--- config.mk ---
export PLATFORM = sky130hd
export DESIGN_NAME = pong_scoreboard
export DESIGN_NICKNAME = d
export VERILOG_FILES = /design/src/rtl/pong_scoreboard.sv
export SDC_FILE = /design/constraint.sdc
export NUM_CORES = 1
export LEC_CHECK = 0
export CORE_MARGIN = 2
export CORE_UTILIZATION = 40
export DETAILED_ROUTE_END_ITERATION = 8
export HOLD_SLACK_MARGIN = 0.05
export PLACE_DENSITY = 0.65
export SYNTH_ARGS = -nofsm -noshare
export SYNTH_HDL_FRONTEND = slang
export SYNTH_SLANG_ARGS = --single-unit
--- constraint.sdc ---
create_clock -name i_Clk -period 3.3 [get_ports i_Clk]
set_input_delay 0.66 -clock i_Clk [delete_from_list [all_inputs] [get_ports i_Clk]]
set_output_delay 0.66 -clock i_Clk [all_outputs]
set_load 0.05 [all_outputs]
--- src/rtl/pong_scoreboard.sv ---
// rtl/pong_scoreboard.sv - Pong score keeping, match sequencing and seven-segment digit drive
module pong_scoreboard #(
  parameter int CLKS_PER_PAUSE = 25000000,
  parameter int FLASH_CLKS     = 12500000,
  parameter int WIN_SCORE      = 9
) (
  input  logic       i_Clk,
  input  logic       i_Rst,
  input  logic       i_Start,
  input  logic       i_Left_Point,
  input  logic       i_Right_Point,
  output logic       o_Game_Active,
  output logic       o_Serve_Dir,
  output logic [1:0] o_Winner,
  output logic [6:0] o_Segment1,
  output logic [6:0] o_Segment2
);

  localparam int PW = $clog2(CLKS_PER_PAUSE + 1);
  localparam int FW = $clog2(FLASH_CLKS + 1);
  localparam logic [PW-1:0] PAUSE_LOAD = PW'(CLKS_PER_PAUSE - 1);
  localparam logic [FW-1:0] FLASH_LAST = FW'(FLASH_CLKS - 1);
  localparam logic [3:0]    WIN        = 4'(WIN_SCORE);
  localparam logic [6:0]    SEG_ZERO   = 7'b1000000;
  localparam logic [6:0]    SEG_BLANK  = 7'b1111111;

  typedef enum logic [1:0] {IDLE, PLAY, PAUSE, GAME_OVER} state_t;

  state_t        state;
  logic          start_prev, left_prev, right_prev;
  logic          start_edge, left_edge, right_edge;
  logic [3:0]    left_score, right_score;
  logic [3:0]    left_next, right_next;
  logic [PW-1:0] pause_cnt;
  logic [FW-1:0] flash_cnt;
  logic          flash_blank;

  assign start_edge = i_Start & ~start_prev;
  assign left_edge  = i_Left_Point & ~left_prev;
  assign right_edge = i_Right_Point & ~right_prev;
  assign left_next  = left_score + 4'd1;
  assign right_next = right_score + 4'd1;

  function automatic logic [6:0] seg_decode(input logic [3:0] digit);
    case (digit)
      4'd0:    seg_decode = 7'b1000000;
      4'd1:    seg_decode = 7'b1111001;
      4'd2:    seg_decode = 7'b0100100;
      4'd3:    seg_decode = 7'b0110000;
      4'd4:    seg_decode = 7'b0011001;
      4'd5:    seg_decode = 7'b0010010;
      4'd6:    seg_decode = 7'b0000010;
      4'd7:    seg_decode = 7'b1111000;
      4'd8:    seg_decode = 7'b0000000;
      4'd9:    seg_decode = 7'b0010000;
      default: seg_decode = SEG_BLANK;
    endcase
  endfunction

  // Prev registers come out of reset high so a level held through reset is not an edge.
  always_ff @(posedge i_Clk) begin
    if (i_Rst) begin
      start_prev <= 1'b1;
      left_prev  <= 1'b1;
      right_prev <= 1'b1;
    end else begin
      start_prev <= i_Start;
      left_prev  <= i_Left_Point;
      right_prev <= i_Right_Point;
    end
  end

  always_ff @(posedge i_Clk) begin
    if (i_Rst) begin
      state         <= IDLE;
      left_score    <= 4'd0;
      right_score   <= 4'd0;
      o_Game_Active <= 1'b0;
      o_Serve_Dir   <= 1'b1;
      o_Winner      <= 2'b00;
      pause_cnt     <= '0;
      flash_cnt     <= '0;
      flash_blank   <= 1'b0;
    end else begin
      case (state)
        IDLE: begin
          if (start_edge) begin
            state         <= PLAY;
            o_Game_Active <= 1'b1;
          end
        end
        PLAY: begin
          // Simultaneous point edges are treated as a non-event.
          if (left_edge ^ right_edge) begin
            o_Game_Active <= 1'b0;
            flash_cnt     <= '0;
            flash_blank   <= 1'b0;
            if (left_edge) begin
              left_score  <= left_next;
              o_Serve_Dir <= 1'b1;
              if (left_next == WIN) begin
                state    <= GAME_OVER;
                o_Winner <= 2'b01;
              end else begin
                state     <= PAUSE;
                pause_cnt <= PAUSE_LOAD;
              end
            end else begin
              right_score <= right_next;
              o_Serve_Dir <= 1'b0;
              if (right_next == WIN) begin
                state    <= GAME_OVER;
                o_Winner <= 2'b10;
              end else begin
                state     <= PAUSE;
                pause_cnt <= PAUSE_LOAD;
              end
            end
          end
        end
        PAUSE: begin
          if (pause_cnt == '0) begin
            state         <= PLAY;
            o_Game_Active <= 1'b1;
          end else begin
            pause_cnt <= pause_cnt - PW'(1);
          end
        end
        GAME_OVER: begin
          if (start_edge) begin
            state         <= PLAY;
            o_Game_Active <= 1'b1;
            left_score    <= 4'd0;
            right_score   <= 4'd0;
            o_Winner      <= 2'b00;
            o_Serve_Dir   <= 1'b1;
            flash_cnt     <= '0;
            flash_blank   <= 1'b0;
          end else if (flash_cnt == FLASH_LAST) begin
            flash_cnt   <= '0;
            flash_blank <= ~flash_blank;
          end else begin
            flash_cnt <= flash_cnt + FW'(1);
          end
        end
        default: state <= IDLE;
      endcase
    end
  end

  // Digits lag the score/phase registers by one clock.
  always_ff @(posedge i_Clk) begin
    if (i_Rst) begin
      o_Segment1 <= SEG_ZERO;
      o_Segment2 <= SEG_ZERO;
    end else begin
      o_Segment1 <= (flash_blank && o_Winner == 2'b01) ? SEG_BLANK : seg_decode(left_score);
      o_Segment2 <= (flash_blank && o_Winner == 2'b10) ? SEG_BLANK : seg_decode(right_score);
    end
  end

endmodule

==> results of run 1 <==
## kinds of logic after synthesis
kind of cell | count (synthesis) | synth area share (%)
DFF | 95 | 39.3
adders and majority gates | 21 | 5.43
buffers and inverters | 46 | 4.03
muxes | 8 | 1.68
AOI/OAI and AO/OA | 102 | 14.4
and+or+nand+nor | 287 | 29.9
xor gates and xnor gates | 28 | 5.22
## power by group
group / internal (mW) / switching (mW)
Sequential: 1.30 / 0.181
Combinational: 0.515 / 0.948
Clock: 0.620 / 0.421
## worst max-delay path: stages (launching register included)
cell and delay [ns]:
dfxtp_1 0.34, inv_1 0.09, ha_1 0.47, inv_1 0.23
a21oi_1 0.29, o21ai_0 0.15, a21oi_1 0.31, inv_1 0.14
ha_1 0.21, and3_1 0.16, a311oi_1 0.23
## layout by cell type (no fill, tap or decap), types with 7 or more instances in the layout
| cell type | synthesis | layout |
|---|---|---|
| a21oi_1 | 25 | 25 |
| and2_1 | 9 | 9 |
| and3_1 | 13 | 13 |
| buf_4 | 2 | 12 |
| clkbuf_16 | 0 | 9 |
| clkdlybuf4s50_1 | 0 | 22 |
| dfxtp_1 | 95 | 95 |
| ha_1 | 21 | 21 |
| inv_1 | 22 | 22 |
| mux2i_1 | 7 | 7 |
| nand2_1 | 53 | 53 |
| nand3_1 | 26 | 26 |
| nand4_1 | 11 | 11 |
| nor2_1 | 85 | 85 |
| nor3_1 | 35 | 35 |
| nor4_1 | 12 | 12 |
| o21ai_0 | 31 | 31 |
| xnor2_1 | 8 | 8 |
| xor2_1 | 19 | 19 |
## how the worst max path moves through the flow
stage / depth (start not counted) / start / slack (ns) / to
2_1_floorplan: 9 / i_Left_Point / 0.86 / flop
3_3_place_gp: 10 / i_Left_Point / 0.38 / flop
3_5_place_dp: 10 / i_Left_Point / 0.31 / flop
4_1_cts: 10 / state[1] / 0.64 / flop
5_1_grt: 10 / state[1] / 0.34 / flop
6_report: 10 / state[1] / 0.58 / flop
## per-layer routing
layer	wire, um	global-route usage (%)
met3	474	3.67
met5	0	0
met1	5240	24.1
met4	140	6.02
met2	4730	26.1
## area by class of cell
cell class | count | area share, %
clock buffer | 11 | 4.58
clock inverter | 4 | 0.816
inverter | 22 | 1.50
multi-input combinational | 446 | 49.7
sequential | 95 | 34.5
tap | 147 | 3.33
timing repair buffer | 34 | 5.62
==> metrics.yaml, run 1 <==
run_status:
  outcome: "completed"
clocking:
  clk_latency_ns: 0.34
  cts_resized: 0
  cts_buffers: 9
  cts.htree.levels: 3
  cts.clk_slew.worst_paths_ns: 0.06
  hold_buffers: 0
  clkSinkCount: 95
  cts_tree: "built"
  cts.path.max_buffers: 2
  cts-root-buf: "clkbuf_16"
  cts_setup_buffers: 0
yosys:
  synth_common_cells: "dfxtp_1 (95), nor2_1 (85), nand2_1 (53)"
  ys_ff_latch: 95
  netlist_instances: 587
  synth-edff-count: 0
  ys_types: 66
  synth-main-ff-cell: "dfxtp_1"
  synth_top_cell_by_area: "dfxtp_1"
  async_reset_ff_share_pct: 0
  synth_area_um2: 4840
  yosys.area.top_type_share_pct: 39.3
  synth_most_common_cell: "dfxtp_1"
  synth.avg_cell_area_um2: 8.24
  ys_top_cells_by_area: "dfxtp_1 (39%), nor2_1 (6.6%), ha_1 (5.4%)"
  yosysSeqAreaShare_pct: 39.3
  yosys_warnings: 0
  syn_nets: 613
detailed_routing:
  wl_um: 10600
  drc: 0
  drtAntennaViolNets: 0
  via_per_inst: 5.48
  dr.pass1.iters: 5
  drt_iter0_markers: 319
  wire_per_inst_um: 13.9
  num_vias: 4158
power:
  power_density_nw_per_um2: 722
  ir_drop_uv: 288
  power_mw: 3.98
  p_leak_nw: 2.06
critical_path:
  rr_worst_depth: 10
  cp_data_required_time_ns: 3.54
  cp.arrival_ns: 2.95
  path_class: "flop to flop"
  endpoint_kind: "flop"
  rrSetupSlack_ns: 0.58
  reg2reg_from: "state[1]"
  start_kind: "flop"
  crit_fanout: 13
sta:
  period_share_pct: 82.4
  max-slew-margin-rel_pct: 57.7
  holdWs_ns: 0.410
  rsz0062_at_grt: "false"
  setup_slack_ns: 0.582
  fmax_mhz: 368
  drv_slew: 0
  tightest_slew_ns: 0.629
  hold_viol_final: 0
  finClkSkew_ns: 0.00838
  setup_viol: 0
  finalCriticalPeriod_ns: 2.72
  setup_tns_ns: 0
cells_and_area:
  area_delta_synth_final_pct: 14.0
  regArea_um2: 1900
  fin_area_um2: 5520
  n_antenna_cell: 0
  multi_input_comb_area_um2: 2740
  fin_util_pct: 46.3
  drive_above_1_share_pct: 8.01
  final_cells: 759
  n_fill_cell: 1147
  nets: 634
global_routing:
  grt_use_total_pct: 17.1
  overflow: 0
  antenna_found_initial: 0
  grt_pass1_wl_um: 18300
  grt_pass1_vias: 3885
  grt_max_degree: 31
placed_design:
  placed_area_um2: 5220
  hpwl_um: 7570
  pre_cts_slack_ns: 0.315
  gp_congestion: 0.855
  dp.cells: 744
  port_buffers: 22
floorplanning:
  core.rowCount: 40
  ios: 23
  die_w_um: 114
  start_util_pct: 40.6
  core_area_um2: 11900
  die-area_um2: 13000
  dieHeight_um: 114
min_path:
  min_path_type: "flop to flop"
  holdPathStages: 1
  hold_end: "o_Segment1[6]"
run:
  max_cap_viol_count: 0
No activity file was read; power rests on OpenSTA's default activity.
==> run 2, diff against run 1 <==
==> constraint.sdc (replaced) <==
create_clock -name i_Clk -period 2.6 [get_ports i_Clk]
set_input_delay 0.52 -clock i_Clk [delete_from_list [all_inputs] [get_ports i_Clk]]
set_output_delay 0.52 -clock i_Clk [all_outputs]
set_load 0.05 [all_outputs]
==> run 2 against run 1 <==
Worst setup slack worse by 0.36 ns. Sequential power up 27%. Count of clock-buffer cells in the layout up 3. Clock power up 32%. Critical path depth unchanged. Sequential cell count unchanged. Worst hold slack worse by 0.0018 ns. Sequential share of layout area down 2.2 points. Register-to-register slack worse by 0.34 ns. Global-route usage up 1.2 points. Highest routed layer unchanged. Non-clock buffer count up 43. Largest power group is now combinational logic. Total power up 34%.
==> metrics.yaml, run 2 (same netlist as run 1, synthesis figures left out) <==
run_status:
  outcome: "completed"  # unchanged
cells_and_area:
  drive_above_1_share_pct: 14.3  # was 8.01%
  mostFrequentLayoutCells: "dfxtp_1 (95), nor2_1 (85), nand2_1 (53), buf_4 (53), nor3_1 (34)"  # was dfxtp_1 (95), nor2_1 (85), nand2_1 (53), nor3_1 (35), o21ai_0 (31)
  final_cells: 803  # was 759
  n_antenna_cell: 0  # unchanged
  fin_util_pct: 49.4  # was 46.3%
  nets: 677  # was 634
  area_delta_synth_final_pct: 21.7  # was 14.0%
  fin_area_um2: 5890  # was 5520 um^2
  n_fill_cell: 1149  # was 1147
  final_common_cell: "dfxtp_1"  # unchanged
sta:
  hold_viol_final: 0  # unchanged
  setup_viol: 0  # unchanged
  tightest_slew_ns: 0.584  # was 0.629 ns
  setup_slack_ns: 0.225  # was 0.582 ns
  rsz0062_at_grt: "false"  # unchanged
  finalCriticalPeriod_ns: 2.37
  max-slew-margin-rel_pct: 61.0  # was 57.7%
  setup_tns_ns: 0  # unchanged
  finClkSkew_ns: 0.0122  # was 0.00838 ns
  fmax_mhz: 421
  drv_slew: 0  # unchanged
  holdWs_ns: 0.408  # was 0.410 ns
  period_share_pct: 91.3
clocking:
  cts.path.max_buffers: 2  # unchanged
  cts_setup_buffers: 0  # unchanged
  cts.clk_slew.worst_paths_ns: 0.06  # about the same
  clk_latency_ns: 0.35  # was 0.34 ns
  cts_tree: "built"  # unchanged
  cts_buffers: 9  # unchanged
  cts_resized: 0  # unchanged
  cts.htree.levels: 3  # unchanged
  clkSinkCount: 95  # unchanged
  hold_buffers: 0  # unchanged
  cts-root-buf: "clkbuf_16"  # unchanged
global_routing:
  antenna_found_initial: 0  # unchanged
  grt_max_degree: 31  # unchanged
  grt_pass1_vias: 4175  # was 3885
  grt_pass1_wl_um: 19300  # was 18300 um
  overflow: 0  # unchanged
  grt_use_total_pct: 18.4  # was 17.1%
power:
  power_mw: 5.32  # was 3.98 mW
  ir_drop_uv: 422  # was 288 uV
  p_leak_nw: 2.27  # was 2.06 nW
  power_density_nw_per_um2: 904  # was 722 nW/um^2
placed_design:
  gp_congestion: 0.827  # was 0.855
  pre_cts_slack_ns: -0.147  # was 0.315 ns
  placed_area_um2: 5570  # was 5220 um^2
  hpwl_um: 8170  # was 7570 um
  dp.cells: 787  # was 744
  port_buffers: 22  # unchanged
critical_path:
  cp.arrival_ns: 2.65  # was 2.95 ns
  crit_fanout: 7  # was 13
  start_kind: "input pin"  # was flop
  cp_data_required_time_ns: 2.87  # was 3.54 ns
  endpoint_kind: "flop"  # unchanged
  path_class: "input pin to flop"  # was flop to flop
detailed_routing:
  num_vias: 4391  # was 4158
  drt_iter0_markers: 295  # was 319
  wire_per_inst_um: 14.1  # was 13.9 um
  routed-wl-met2_um: 5270  # was 4730 um
  wl_um: 11400  # was 10600 um
  via_per_inst: 5.47  # was 5.48
  drt-met1-wl_um: 5450  # was 5240 um
  dr.pass1.iters: 5  # unchanged
  drc: 0  # unchanged
  top_layer_used: "met4"  # unchanged
  drtAntennaViolNets: 0  # unchanged
  wl_met3_um: 498  # was 474 um
floorplanning:
  ios: 23  # unchanged
  start_util_pct: 40.6  # unchanged
  dieHeight_um: 114  # unchanged
  die_w_um: 114  # unchanged
  core_area_um2: 11900  # unchanged
  core.rowCount: 40  # unchanged
  die-area_um2: 13000  # unchanged
run:
  max_cap_viol_count: 0  # unchanged
min_path:
  min_path_type: "flop to flop"  # unchanged
==> run 2: worst max-delay path, cell delays in order <==
cell	delay, ns
clkdlybuf4s50_1	0.49
nor2b_1	0.21
buf_4	0.20
nand4_1	0.12
a21o_1	0.21
a21oi_1	0.19
inv_1	0.10
ha_1	0.29
nor2_1	0.15
a2bb2oi_1	0.16
==> run 2: cell type report <==
class / count / area (um^2) / share of cell area [%]
Multi-Input combinational cell: 446 / 2750 / 46.7
Timing Repair Buffer: 77 / 658 / 11.2
Clock inverter: 2 / 37.5 / 0.637
Clock buffer: 14 / 274 / 4.65
Inverter: 22 / 82.6 / 1.40
Tap cell: 147 / 184 / 3.12
Sequential cell: 95 / 1900 / 32.3
==> run 2: metal layers <==
metal	vias up	GRT usage, %
met3	12	4.52
met4	0	7.40
li1	2197	-
met1	2086	24.1
met5	-	0
met2	96	29.0
==> run 2: worst paths after layout <==
kind	from	to	slack, ns	cells after the start
hold reg to reg	flop	o_Segment1[6]	0.41	1
setup reg to reg	state[1]	flop	0.24	11
hold / removal	flop	o_Segment1[6]	0.41	1
setup / recovery	i_Left_Point	flop	0.23	10
==> run 2: report_power, final <==
group / total [mW] / switching [mW] / internal (mW)
clock network: 1.37 / 0.550 / 0.825
registers: 1.88 / 0.233 / 1.65
logic: 2.07 / 1.25 / 0.816
==> run 3, diff against run 2 <==
--- a/config.mk
+++ b/config.mk
@@ -8,8 +8,9 @@
 export CORE_MARGIN = 2
 export CORE_UTILIZATION = 40
 export DETAILED_ROUTE_END_ITERATION = 8
-export HOLD_SLACK_MARGIN = 0.05
+export HOLD_SLACK_MARGIN = 0.08
 export PLACE_DENSITY = 0.65
+export RECOVER_POWER = 25
 export SYNTH_ARGS = -nofsm -noshare
 export SYNTH_HDL_FRONTEND = slang
 export SYNTH_SLANG_ARGS = --single-unit
==> run 3 against run 2 <==
Utilization decreased by 0.063 points. Worst setup slack worse by 0.073 ns. Largest power group unchanged. Maximum frequency is 3.0% lower. Routed wire length is essentially flat. Clock skew hardly changed. Non-clock buffer count is the same. Clock power is essentially flat. Die area is the same.
==> metrics.yaml, run 3 (same netlist as run 1, synthesis figures left out) <==
cells_and_area:
  area_delta_synth_final_pct: 21.6  # was 21.7%
  n_antenna_cell: 0  # unchanged
  mostFrequentLayoutCells: "dfxtp_1 (95), nor2_1 (85), nand2_1 (53), buf_4 (51), nor3_1 (34)"  # was dfxtp_1 (95), nor2_1 (85), nand2_1 (53), buf_4 (53), nor3_1 (34)
  n_fill_cell: 1153  # was 1149
  final_common_cell: "dfxtp_1"  # unchanged
  nets: 677  # unchanged
  fin_util_pct: 49.4  # about the same
  drive_above_1_share_pct: 14.0  # was 14.3%
sta:
  setup_viol: 0  # unchanged
  finalCriticalPeriod_ns: 2.45  # was 2.37 ns
  fmax_mhz: 409  # was 421 MHz
  setup_tns_ns: 0  # unchanged
  tightest_slew_ns: 0.643  # was 0.584 ns
  drv_slew: 0  # unchanged
  rsz0062_at_grt: "false"  # unchanged
  max-slew-margin-rel_pct: 57.1  # was 61.0%
  period_share_pct: 94.1  # was 91.3%
  hold_viol_final: 0  # unchanged
  finClkSkew_ns: 0.0121  # was 0.0122 ns
critical_path:
  start_kind: "input pin"  # unchanged
  crit_fanout: 6  # was 7
  path_class: "input pin to flop"  # unchanged
  rr_worst_depth: 8  # was 11
  cp_data_required_time_ns: 2.82  # was 2.87 ns
  slowest_delay_ns: 0.52  # was 0.49 ns
  cp.arrival_ns: 2.67  # was 2.65 ns
  crit_path_cell_trace: "clkdlybuf4s50_1 -> and2b_2 -> nand2_1 -> a21o_1 -> a32oi_1 -> clkbuf_1 -> ha_1 -> mux2i_1 -> a21oi_1"  # was clkdlybuf4s50_1 -> nor2b_1 -> buf_4 -> nand4_1 -> a21o_1 -> a21oi_1 -> inv_1 -> ha_1 -> nor2_1 -> a2bb2oi_1
  crit_slowest_cell: "clkdlybuf4s50_1"  # unchanged
  endpoint_kind: "flop"  # unchanged
clocking:
  cts-root-buf: "clkbuf_16"  # unchanged
  cts.clk_slew.worst_paths_ns: 0.06  # about the same
  cts.path.max_buffers: 2  # unchanged
  cts_buffers: 9  # unchanged
  clkSinkCount: 95  # unchanged
  cts_tree: "built"  # unchanged
  cts.htree.levels: 3  # unchanged
  cts_setup_buffers: 0  # unchanged
  clk_latency_ns: 0.35  # about the same
global_routing:
  grt_pass1_wl_um: 19300  # unchanged
  antenna_found_initial: 0  # unchanged
  grt_pass1_vias: 4175  # unchanged
  overflow: 0  # unchanged
  grt_max_degree: 31  # unchanged
  grt_use_total_pct: 18.4  # unchanged
floorplanning:
  ios: 23  # unchanged
  core.rowCount: 40  # unchanged
  die-area_um2: 13000  # unchanged
  dieHeight_um: 114  # unchanged
  start_util_pct: 40.6  # unchanged
  die_w_um: 114  # unchanged
  core_area_um2: 11900  # unchanged
detailed_routing:
  wire_per_inst_um: 14.2  # was 14.1 um
  drt_iter0_markers: 295  # unchanged
  drc: 0  # unchanged
  dr.pass1.iters: 5  # unchanged
  wl_um: 11400  # about the same
  via_per_inst: 5.47  # about the same
  num_vias: 4396  # was 4391
  drtAntennaViolNets: 0  # unchanged
placed_design:
  hpwl_um: 8170  # unchanged
  port_buffers: 22  # unchanged
  gp_congestion: 0.827  # unchanged
min_path:
  holdPathStages: 1  # unchanged
  min_path_type: "flop to flop"  # unchanged
run_status:
  outcome: "completed"  # unchanged
power:
  power_density_nw_per_um2: 906  # was 904 nW/um^2
  ir_drop_uv: 422  # about the same
  p_leak_nw: 2.29  # was 2.27 nW
run:
  max_cap_viol_count: 0  # unchanged
[run 3: cell count changes in the layout (fill, tap and decap cells not counted)]
cell / before / now
dlygate4sd3_1: 0 / 7
buf_4: 53 / 51
clkbuf_1: 2 / 4
clkdlybuf4s50_1: 22 / 15
[run 3: area by class of cell]
type	instances	area, um^2	share of cell area (%)
clock inverters	2	37.5	0.638
flip-flops and latches	95	1900	32.3
multi-input cells	446	2750	46.8
repair buffers	77	651	11.1
inverters	22	82.6	1.40
well taps	147	184	3.13
clock buffers	14	274	4.66
[run 3: layer usage]
layer  vias to the layer above  global-route usage [%]  part of all wire [%]
met2                        96                    29.0                    46
met3                        12                    4.52                   4.2
met5                         -                       0                     0
met4                         0                    7.40                   1.3
li1                       2196                       -                     -
met1                      2092                    24.1                    48
[run 3: power by group]
group,total [mW],switching [mW],internal [mW]
combinational,2.07,1.26,0.813
sequential,1.88,0.233,1.65
clock,1.38,0.551,0.825
[run 3: repair_timing]
item,in CTS,in global routing
gates resized for setup,0,3
hold buffers,0,0
endpoints found under the setup margin,0,9
[run 3: through the flow]
step | worst slack, ns | total power, mW | hold slack (ns) | instance area [um^2] | cells
finish | 0.152 | 5.33 | 0.408 | 5880 | 803
global route | 0.0126 | 5.66 | 0.437 | 5880 | 803
CTS | 0.129 | 5.35 | 0.411 | 5880 | 803
detailed placement | -0.147 | 3.94 | 0.397 | 5570 | 787
global placement | -0.0793 | 3.88 | 0.393 | 5570 | 787
floorplan | 0.204 | 3.31 | 0.390 | 4840 | 587
[run 3: worst max-delay path: cells and delay by family]
kind,cells,cell delay [ns]
AOI/OAI and AO/OA,3,0.58
muxes,1,0.16
buffers and inverters,2,0.76
and+or+nand+nor,2,0.36
adders and majority gates,1,0.29
[run 3: final timing paths]
check / from / to / slack [ns]
hold reg to reg: flop / o_Segment1[6] / 0.41
setup reg to reg: state[0] / flop / 0.23
setup / recovery: i_Right_Point / flop / 0.15
hold / removal: flop / o_Segment1[6] / 0.41
